### src/rtl/instruction_fetch_unit.sv
// instruction_fetch_unit: PC, imem fetch handshake and next-PC select; FETCH_PERF_EN adds retire/redirect counters.
module instruction_fetch_unit #(
  parameter logic [31:0] RESET_PC = 32'h0000_0000
) (
  input  logic        clk,
  input  logic        reset,
  output logic        imem_req_valid,
  output logic [31:0] imem_req_addr,
  input  logic        imem_req_ready,
  input  logic        imem_resp_valid,
  input  logic [31:0] imem_resp_data,
  output logic        instr_valid,
  output logic [31:0] instr,
  output logic [5:0]  opcode,
  output logic [31:0] pc,
  output logic [31:0] pc_plus4,
  input  logic        instr_ready,
  input  logic        branch,
  input  logic        zero,
  input  logic        jump
`ifdef FETCH_PERF_EN
  ,
  output logic [31:0] fetch_count,
  output logic [31:0] redirect_count
`endif
);
  typedef enum logic [1:0] {RESET, REQ, WAIT, HOLD} state_t;
  state_t state, state_next;
  logic retire, redirect;
  logic [31:0] next_pc;
  assign pc_plus4 = pc + 32'd4;
  assign imem_req_addr = pc;
  assign opcode = instr[31:26];
  assign retire = state == HOLD && instr_ready;
  assign redirect = jump | (branch & zero);
  assign next_pc = jump ? {pc_plus4[31:28], instr[25:0], 2'b00}
                 : branch & zero ? pc_plus4 + {{14{instr[15]}}, instr[15:0], 2'b00}
                 : pc_plus4;
  always_comb begin
    state_next = state == RESET ? REQ
               : state == REQ ? (imem_req_ready ? WAIT : REQ)
               : state == WAIT ? (imem_resp_valid ? HOLD : WAIT)
               : (instr_ready ? REQ : HOLD);
    imem_req_valid = state == REQ;
    instr_valid = state == HOLD;
  end
  always_ff @(posedge clk) begin
    if (reset) begin
      state <= RESET;
      pc <= RESET_PC;
      instr <= '0;
    end else begin
      state <= state_next;
      if (state == WAIT && imem_resp_valid) instr <= imem_resp_data;
      if (retire) pc <= next_pc;
    end
  end
`ifdef FETCH_PERF_EN
  always_ff @(posedge clk) begin
    if (reset) begin
      fetch_count <= '0;
      redirect_count <= '0;
    end else if (retire) begin
      fetch_count <= fetch_count + 32'd1;
      if (redirect) redirect_count <= redirect_count + 32'd1;
    end
  end
`endif
endmodule

### config.mk
export PLATFORM = sky130hd
export DESIGN_NAME = instruction_fetch_unit
export DESIGN_NICKNAME = d
export VERILOG_FILES = /design/src/rtl/instruction_fetch_unit.sv
export SDC_FILE = /design/constraint.sdc
export NUM_CORES = 1
export LEC_CHECK = 0
export BUFFER_PORTS_ARGS = -buffer_cell sky130_fd_sc_hd__buf_2
export CAP_MARGIN = 20
export CORE_MARGIN = 2
export CORE_UTILIZATION = 40
export DETAILED_ROUTE_END_ITERATION = 12
export PLACE_DENSITY = 0.66
export RECOVER_POWER = 50
export SLEW_MARGIN = 20
export SYNTH_ARGS = -nofsm -noshare
export SYNTH_HDL_FRONTEND = slang
export SYNTH_SLANG_ARGS = --single-unit
export TNS_END_PERCENT = 10
### constraint.sdc
create_clock -name clk -period 4.6 [get_ports clk]
set_input_delay 0.46 -clock clk [delete_from_list [all_inputs] [get_ports clk]]
set_output_delay 0.46 -clock clk [all_outputs]
set_load 0.01 [all_outputs]
* Word-level counts from Yosys, hierarchy flattened
Cells that the tools add are included.
** Word-level totals
- Flip-flop bits (word level) :: 66
- Input bits :: 40
- Output and inout port bits :: 136
** Operators by class
- $add $sub $neg :: 2
- Eq/ne operators :: 3
- Mux-type cells :: 8
- Bitwise gates (word level) :: 1
- Reduce and logical (&&, ||, !) cells :: 4
** Operator list (count)
- $mux 32 :: 2
- $add 32x3->32 const B :: 1
- $add 32x32->32 :: 1
- $mux 2 :: 4
- $eq 2x2->1 const B :: 2
- $eq 2x1->1 const B :: 1
- $logic_and 1x1->1 :: 2
- $logic_not 2->1 :: 1
- $mux 1 :: 2
- $reduce_or 2->1 :: 1
- $and 1x1->1 :: 1

* Longest topological paths before layout
- Depth after elaboration :: 4
- Depth in mapped cells :: 18
- Gate-level depth less buffers :: 16

* Least setup slack after synthesis
OpenSTA, ideal clock, no wires.
- Path type :: flip-flop to flip-flop
- From :: register pc[2] (netlist: imem_req_addr[2])
- To :: register pc[31] (netlist: imem_req_addr[31])
- Library setup time :: 0.084 ns
- Data arrival time :: 4.246 ns
- Slack :: 0.270 ns
- Cell stages (with the launch flop) :: 19
- Path through :: dfxtp_1 > ha_1 > nand3_1 > or3_1 > clkbuf_1 > or2_1 > nor2_1 > xor2_1 > ha_1 > buf_6 > a21o_1 > a21o_1 > a211o_1 > or3_1 > o221ai_2 > a21o_2 > xnor2_1 > and3_4 > o31ai_2
** Between the ends
- Cells in the longest elaborated chain, start to end :: 4
** RTL lines
- start, declared :: line 15 : output logic [31:0] pc,
- start signal, assigned :: line 55 : if (retire) pc <= next_pc;
- $add 32x3->32 :: line 31 : assign pc_plus4 = pc + 32'd4;
- via pc_plus4[24] :: line 16 : output logic [31:0] pc_plus4,
- $add 32x32->32 :: line 37 : : branch & zero ? pc_plus4 + {{14{instr[15]}}, instr[15:0], 2'b00}
- $mux 32 :: line 37
- $mux 32 :: line 36 : assign next_pc = jump ? {pc_plus4[31:28], instr[25:0], 2'b00}
The timed path passes the listed nets, and every way through them passes these cells.
A chain may end at the register's enable or synchronous reset.

* Worst setup path after layout
- From :: register pc[6] (netlist: imem_req_addr[6])
- To :: register pc[31] (netlist: imem_req_addr[31])
** Between the ends
- Cells in the longest elaborated chain, start to end :: 4
** RTL lines (line)
- $add 32x3->32 * :: 31
- $add 32x32->32 :: 37
- $mux 32 :: 37
- $mux 32 * :: 36
Mark *: on every way between the ends. The rest lies on a longest branch, timed or not.

==> flow_summary.html <==
<table>
<tr><th>Metric</th><th>Value</th></tr>
<tr><th colspan="2">Place</th></tr>
<tr><td>Gpl congestion</td><td>about 0.92</td></tr>
<tr><td>Hpwl dp</td><td>~12 mm</td></tr>
<tr><td>Port Buffer Count</td><td>169</td></tr>
<tr><th colspan="2">Final layout</th></tr>
<tr><td>Most common cell after layout, fill and taps aside</td><td>sky130_fd_sc_hd__nand2_1</td></tr>
<tr><td>Diodes inserted</td><td>0</td></tr>
<tr><td>Layout cells sized above 1</td><td>15.0%</td></tr>
<tr><td>Most frequent cells in the layout</td><td>sky130_fd_sc_hd__nand2_1, sky130_fd_sc_hd__clkbuf_1, sky130_fd_sc_hd__buf_2, sky130_fd_sc_hd__a21oi_1, sky130_fd_sc_hd__dfxtp_1</td></tr>
<tr><td>Area grow syn2layout</td><td>17.3%</td></tr>
<tr><td>Fin nets</td><td>roughly 900</td></tr>
<tr><th colspan="2">Synth</th></tr>
<tr><td>Average instance area after synthesis</td><td>between 7 and 8 sq um</td></tr>
<tr><td>Yosys warning count</td><td>0</td></tr>
<tr><td>Synth Area in Simple Gates</td><td>24.2%</td></tr>
<tr><td>Number of enable-type register cells in the synthesized netlist</td><td>0</td></tr>
<tr><td>Largest family of logic cells by synthesized area</td><td>simple AND/OR/NAND/NOR gates</td></tr>
<tr><td>Fraction of the mapped netlist area in compound gates</td><td>between 20% and 30%</td></tr>
<tr><td>Register bit count reported by yosys</td><td>64</td></tr>
<tr><td>Fraction of synthesized area in multiplexers</td><td>less than 1%</td></tr>
<tr><td>Post-synthesis instance area</td><td>between 5000 and 6000 sq um</td></tr>
<tr><td>Sequential share of the synthesized area</td><td>~25%</td></tr>
<tr><td>Post-Synthesis Cells</td><td>around 700</td></tr>
<tr><td>Number of library cell types mapped by synthesis</td><td>70</td></tr>
<tr><td>Leading post-synthesis cells by cell area</td><td>sky130_fd_sc_hd__dfxtp_1, sky130_fd_sc_hd__nand2_1, sky130_fd_sc_hd__ha_1, sky130_fd_sc_hd__a21oi_1, sky130_fd_sc_hd__buf_4</td></tr>
<tr><td>Post-synthesis adder-cell area fraction</td><td>under 10%</td></tr>
<tr><td>Share of the synthesized area in the top cell type</td><td>around a quarter</td></tr>
<tr><td>Share of synthesized registers carrying an async set or reset</td><td>0%</td></tr>
<tr><td>Leading area contributor after synthesis</td><td>sky130_fd_sc_hd__dfxtp_1</td></tr>
<tr><td>Share of the synthesized netlist area taken by xor and xnor gates</td><td>a little over 8%</td></tr>
<tr><td>Main synth FF type</td><td>sky130_fd_sc_hd__dfxtp_1</td></tr>
<tr><th colspan="2">Clock network</th></tr>
<tr><td>Hold-fix buffers, CTS</td><td>0</td></tr>
<tr><td>Clock transition time at the flip-flop clock pins of the worst setup and hold paths</td><td>approximately 60 ps</td></tr>
<tr><td>Source-to-sink clock delay at the later pin of the worst-skew pair</td><td>around 330 ps</td></tr>
<tr><td>Max clock buf depth</td><td>2</td></tr>
<tr><td>Number of cells upsized or downsized after cts</td><td>0</td></tr>
<tr><td>Num Clock Sinks</td><td>64</td></tr>
<tr><td>Total number of H-tree levels</td><td>3</td></tr>
<tr><td>CTS tree</td><td>done</td></tr>
<tr><td>Number of buffers added for setup after CTS</td><td>0</td></tr>
<tr><td>CTS Buf Count</td><td>9</td></tr>
<tr><td>CTS root buffer</td><td>sky130_fd_sc_hd__clkbuf_16</td></tr>
<tr><th colspan="2">Routing</th></tr>
<tr><td>Routed vias</td><td>approximately 5300</td></tr>
<tr><td>Routed wirelength normalized by instance count</td><td>16.0 um</td></tr>
<tr><td>Drt pass-1 iters</td><td>5</td></tr>
<tr><td>DR iter-0 viols</td><td>around 340</td></tr>
<tr><td>Routed Antenna Nets</td><td>0</td></tr>
<tr><td>Total detailed-routing wirelength</td><td>16.0 mm</td></tr>
<tr><td>Number of design rule violations left after detail routing</td><td>0</td></tr>
<tr><td>Via-per-instance ratio</td><td>approximately 5.3</td></tr>
<tr><th colspan="2">Global routing</th></tr>
<tr><td>Wire length of the first global-routing pass</td><td>~25 mm</td></tr>
<tr><td>Maximum number of pins on one net before global-route repair</td><td>37</td></tr>
<tr><td>Total GRT Usage</td><td>a little under a quarter</td></tr>
<tr><td>Number of global-route vias before repair</td><td>between 4000 and 5000</td></tr>
<tr><td>Initial antenna violation count</td><td>0</td></tr>
<tr><td>Total grt overflow</td><td>0</td></tr>
<tr><th colspan="2">Pwr</th></tr>
<tr><td>Power density of the placed cells</td><td>approximately 240 nW/um^2</td></tr>
<tr><td>P_leak</td><td>between 0.002 and 0.003 uW</td></tr>
<tr><td>Worst voltage drop across the vdd grid</td><td>about 0.16 mV</td></tr>
<tr><td>Post-layout power</td><td>about 1500 uW</td></tr>
<tr><th colspan="2">Critical path</th></tr>
<tr><td>Launching point of the worst reg2reg path</td><td>imem_req_addr[6]</td></tr>
<tr><td>Crit path max-delay cell type</td><td>sky130_fd_sc_hd__or3_1</td></tr>
<tr><td>Critical path peak fanout</td><td>8</td></tr>
<tr><td>Worst Setup Path Type</td><td>register to register</td></tr>
<tr><td>Chain of cells forming the critical path</td><td>and4_1, nand2_1, or3_1, or2_1, nor2_1, xor2_1, ha_1, a21o_1, a21o_1, a211o_1, or3_1, o221ai_2, a21o_2, xnor2_1, and3_4, o31ai_2</td></tr>
<tr><td>Endpoint of the lowest-slack register-to-register path</td><td>imem_req_addr[31]</td></tr>
<tr><td>Startpoint Class</td><td>register</td></tr>
<tr><td>Register-to-register path setup slack</td><td>between 200 and 250 ps</td></tr>
<tr><td>Element type at the critical path end</td><td>register</td></tr>
<tr><td>Critical path arrival</td><td>4620 ps</td></tr>
<tr><td>Slowest stage delay, CP</td><td>480 ps</td></tr>
<tr><td>Worst-case reg-to-reg path depth</td><td>16</td></tr>
<tr><td>Critical Path RT</td><td>roughly 4900 ps</td></tr>
<tr><th colspan="2">STA</th></tr>
<tr><td>RSZ-0062 raised after global routing</td><td>no</td></tr>
<tr><td>Finish-stage setup viols</td><td>0</td></tr>
<tr><td>Maximum clock frequency</td><td>roughly 230 MHz</td></tr>
<tr><td>Setup_tns</td><td>0 ps</td></tr>
<tr><td>Ratio of final minimum period to clock period</td><td>95.0%</td></tr>
<tr><td>Final critical-path required period</td><td>about 4400 ps</td></tr>
<tr><td>Final hold violation count</td><td>0</td></tr>
<tr><td>Worst-Margin Slew</td><td>~1800 ps</td></tr>
<tr><td>Relative slew slack</td><td>-20.2%</td></tr>
<tr><td>Clock skew</td><td>~4.3 ps</td></tr>
<tr><td>Final-report max-slew violation count</td><td>37</td></tr>
<tr><th colspan="2">Hold path</th></tr>
<tr><td>Worst Hold Endpoint</td><td>state[0]</td></tr>
<tr><td>Hold Path Cell Cnt</td><td>2</td></tr>
<tr><td>Source of the worst hold timing path</td><td>imem_req_ready</td></tr>
<tr><td>Min-delay worst type</td><td>primary input to register</td></tr>
<tr><th colspan="2">Floorplan</th></tr>
<tr><td>Full die area</td><td>13900 sq um</td></tr>
<tr><td>I/O pin count</td><td>around 180</td></tr>
<tr><td>Die height</td><td>roughly 120 um</td></tr>
<tr><td>Effective utilization at floorplan</td><td>a little over 40%</td></tr>
<tr><td>Standard cell core area</td><td>12600 sq um</td></tr>
<tr><td>Die X-Extent</td><td>approximately 120 um</td></tr>
<tr><td>Num rows</td><td>41</td></tr>
<tr><th colspan="2">Flow run</th></tr>
<tr><td>Max-cap violations</td><td>1</td></tr>
<tr><th colspan="2">Outcome</th></tr>
<tr><td>Status</td><td>finished, violations left</td></tr>
<tr><td>Violated checks</td><td>max-capacitance violations, max-slew violations</td></tr>
</table>
[final cells by class]
type / count / area, sq um
Inverter: 11 / 41.3
Multi-Input combinational cell: 556 / 3390
Clock buffer: 10 / 239
Sequential cell: 64 / 1280
Clock inverter: 6 / 82.6
Tap cell: 172 / 215
Fill cell: 1383 / 6550
Timing Repair Buffer: 180 / 818
[cells in the mapped netlist, types with 14 or more instances]
cell type                    n
sky130_fd_sc_hd__nand2_1   130
sky130_fd_sc_hd__a21oi_1    79
sky130_fd_sc_hd__dfxtp_1    64
sky130_fd_sc_hd__nor2_1     52
sky130_fd_sc_hd__buf_4      42
sky130_fd_sc_hd__ha_1       36
sky130_fd_sc_hd__xnor2_1    31
sky130_fd_sc_hd__o21ai_0    26
sky130_fd_sc_hd__clkbuf_1   25
sky130_fd_sc_hd__nand3_1    19
sky130_fd_sc_hd__xor2_1     18
sky130_fd_sc_hd__nor3_1     15
sky130_fd_sc_hd__a21o_1     14
[critical path, delay by kind of cell, from the launching register on]
family	cells	cell delay, ps
AOI/OAI and AO/OA	6	1250
DFF	1	450
adders and majority gates	1	350
and+or+nand+nor	7	1930
xor gates and xnor gates	2	310
[flip-flops by register name, indices dropped and copies added (netlist names)]
| register | flops |
|---|---|
| instr | 32 |
| imem_req_addr | 30 |
| state | 2 |
[layer usage]
metal	wire length, um	part of all wire [%]	up-vias	track usage [%]
met5	0	0	-	0
met4	198	1.2	0	6.40
met3	1110	6.9	13	3.63
met2	7470	47	193	37.2
met1	7240	45	2450	30.4
li1	-	-	2666	-
[worst max path at each step]
stage                                    to  slack [ps]              from
after global routing      imem_req_addr[31]         0.1  imem_req_addr[6]
after detailed placement  imem_req_addr[31]         310  imem_req_addr[6]
after CTS                 imem_req_addr[31]         280  imem_req_addr[6]
after global placement    imem_req_addr[31]         400  imem_req_addr[6]
after floorplan           imem_req_addr[31]         270  imem_req_addr[2]
final                     imem_req_addr[31]         230  imem_req_addr[6]
[stage by stage]
stage,hold slack [ps],std cells,utilization (%),cell area [sq um],setup slack (ps)
final,325,999,48.1,6070,231
after global routing,335,999,48.1,6070,0.128
after CTS,315,999,49.0,6180,280
after detailed placement,458,983,46.4,5860,305
after global placement,452,983,46.4,5860,395
after floorplan,488,704,-,5190,270
[report_power, final]
group,leakage (uW),switching (uW),internal [uW]
registers,0.000517,14.2,565
logic,0.00198,93.4,51.7
clock network,0.000158,262,486
[kinds of logic (layout without fill, tap and decap cells)]
logic type | after synthesis | in the layout
buffers and inverters | 84 | 207
multiplexers | 2 | 2
XOR/XNOR | 49 | 49
AO/OA/AOI/OAI | 188 | 188
AND/OR/NAND/NOR | 274 | 274
other | 1 | 6
flip-flops | 64 | 64
adder cells (fa/ha/maj) | 37 | 37
Note: power is estimated with default switching activity, not from simulation.
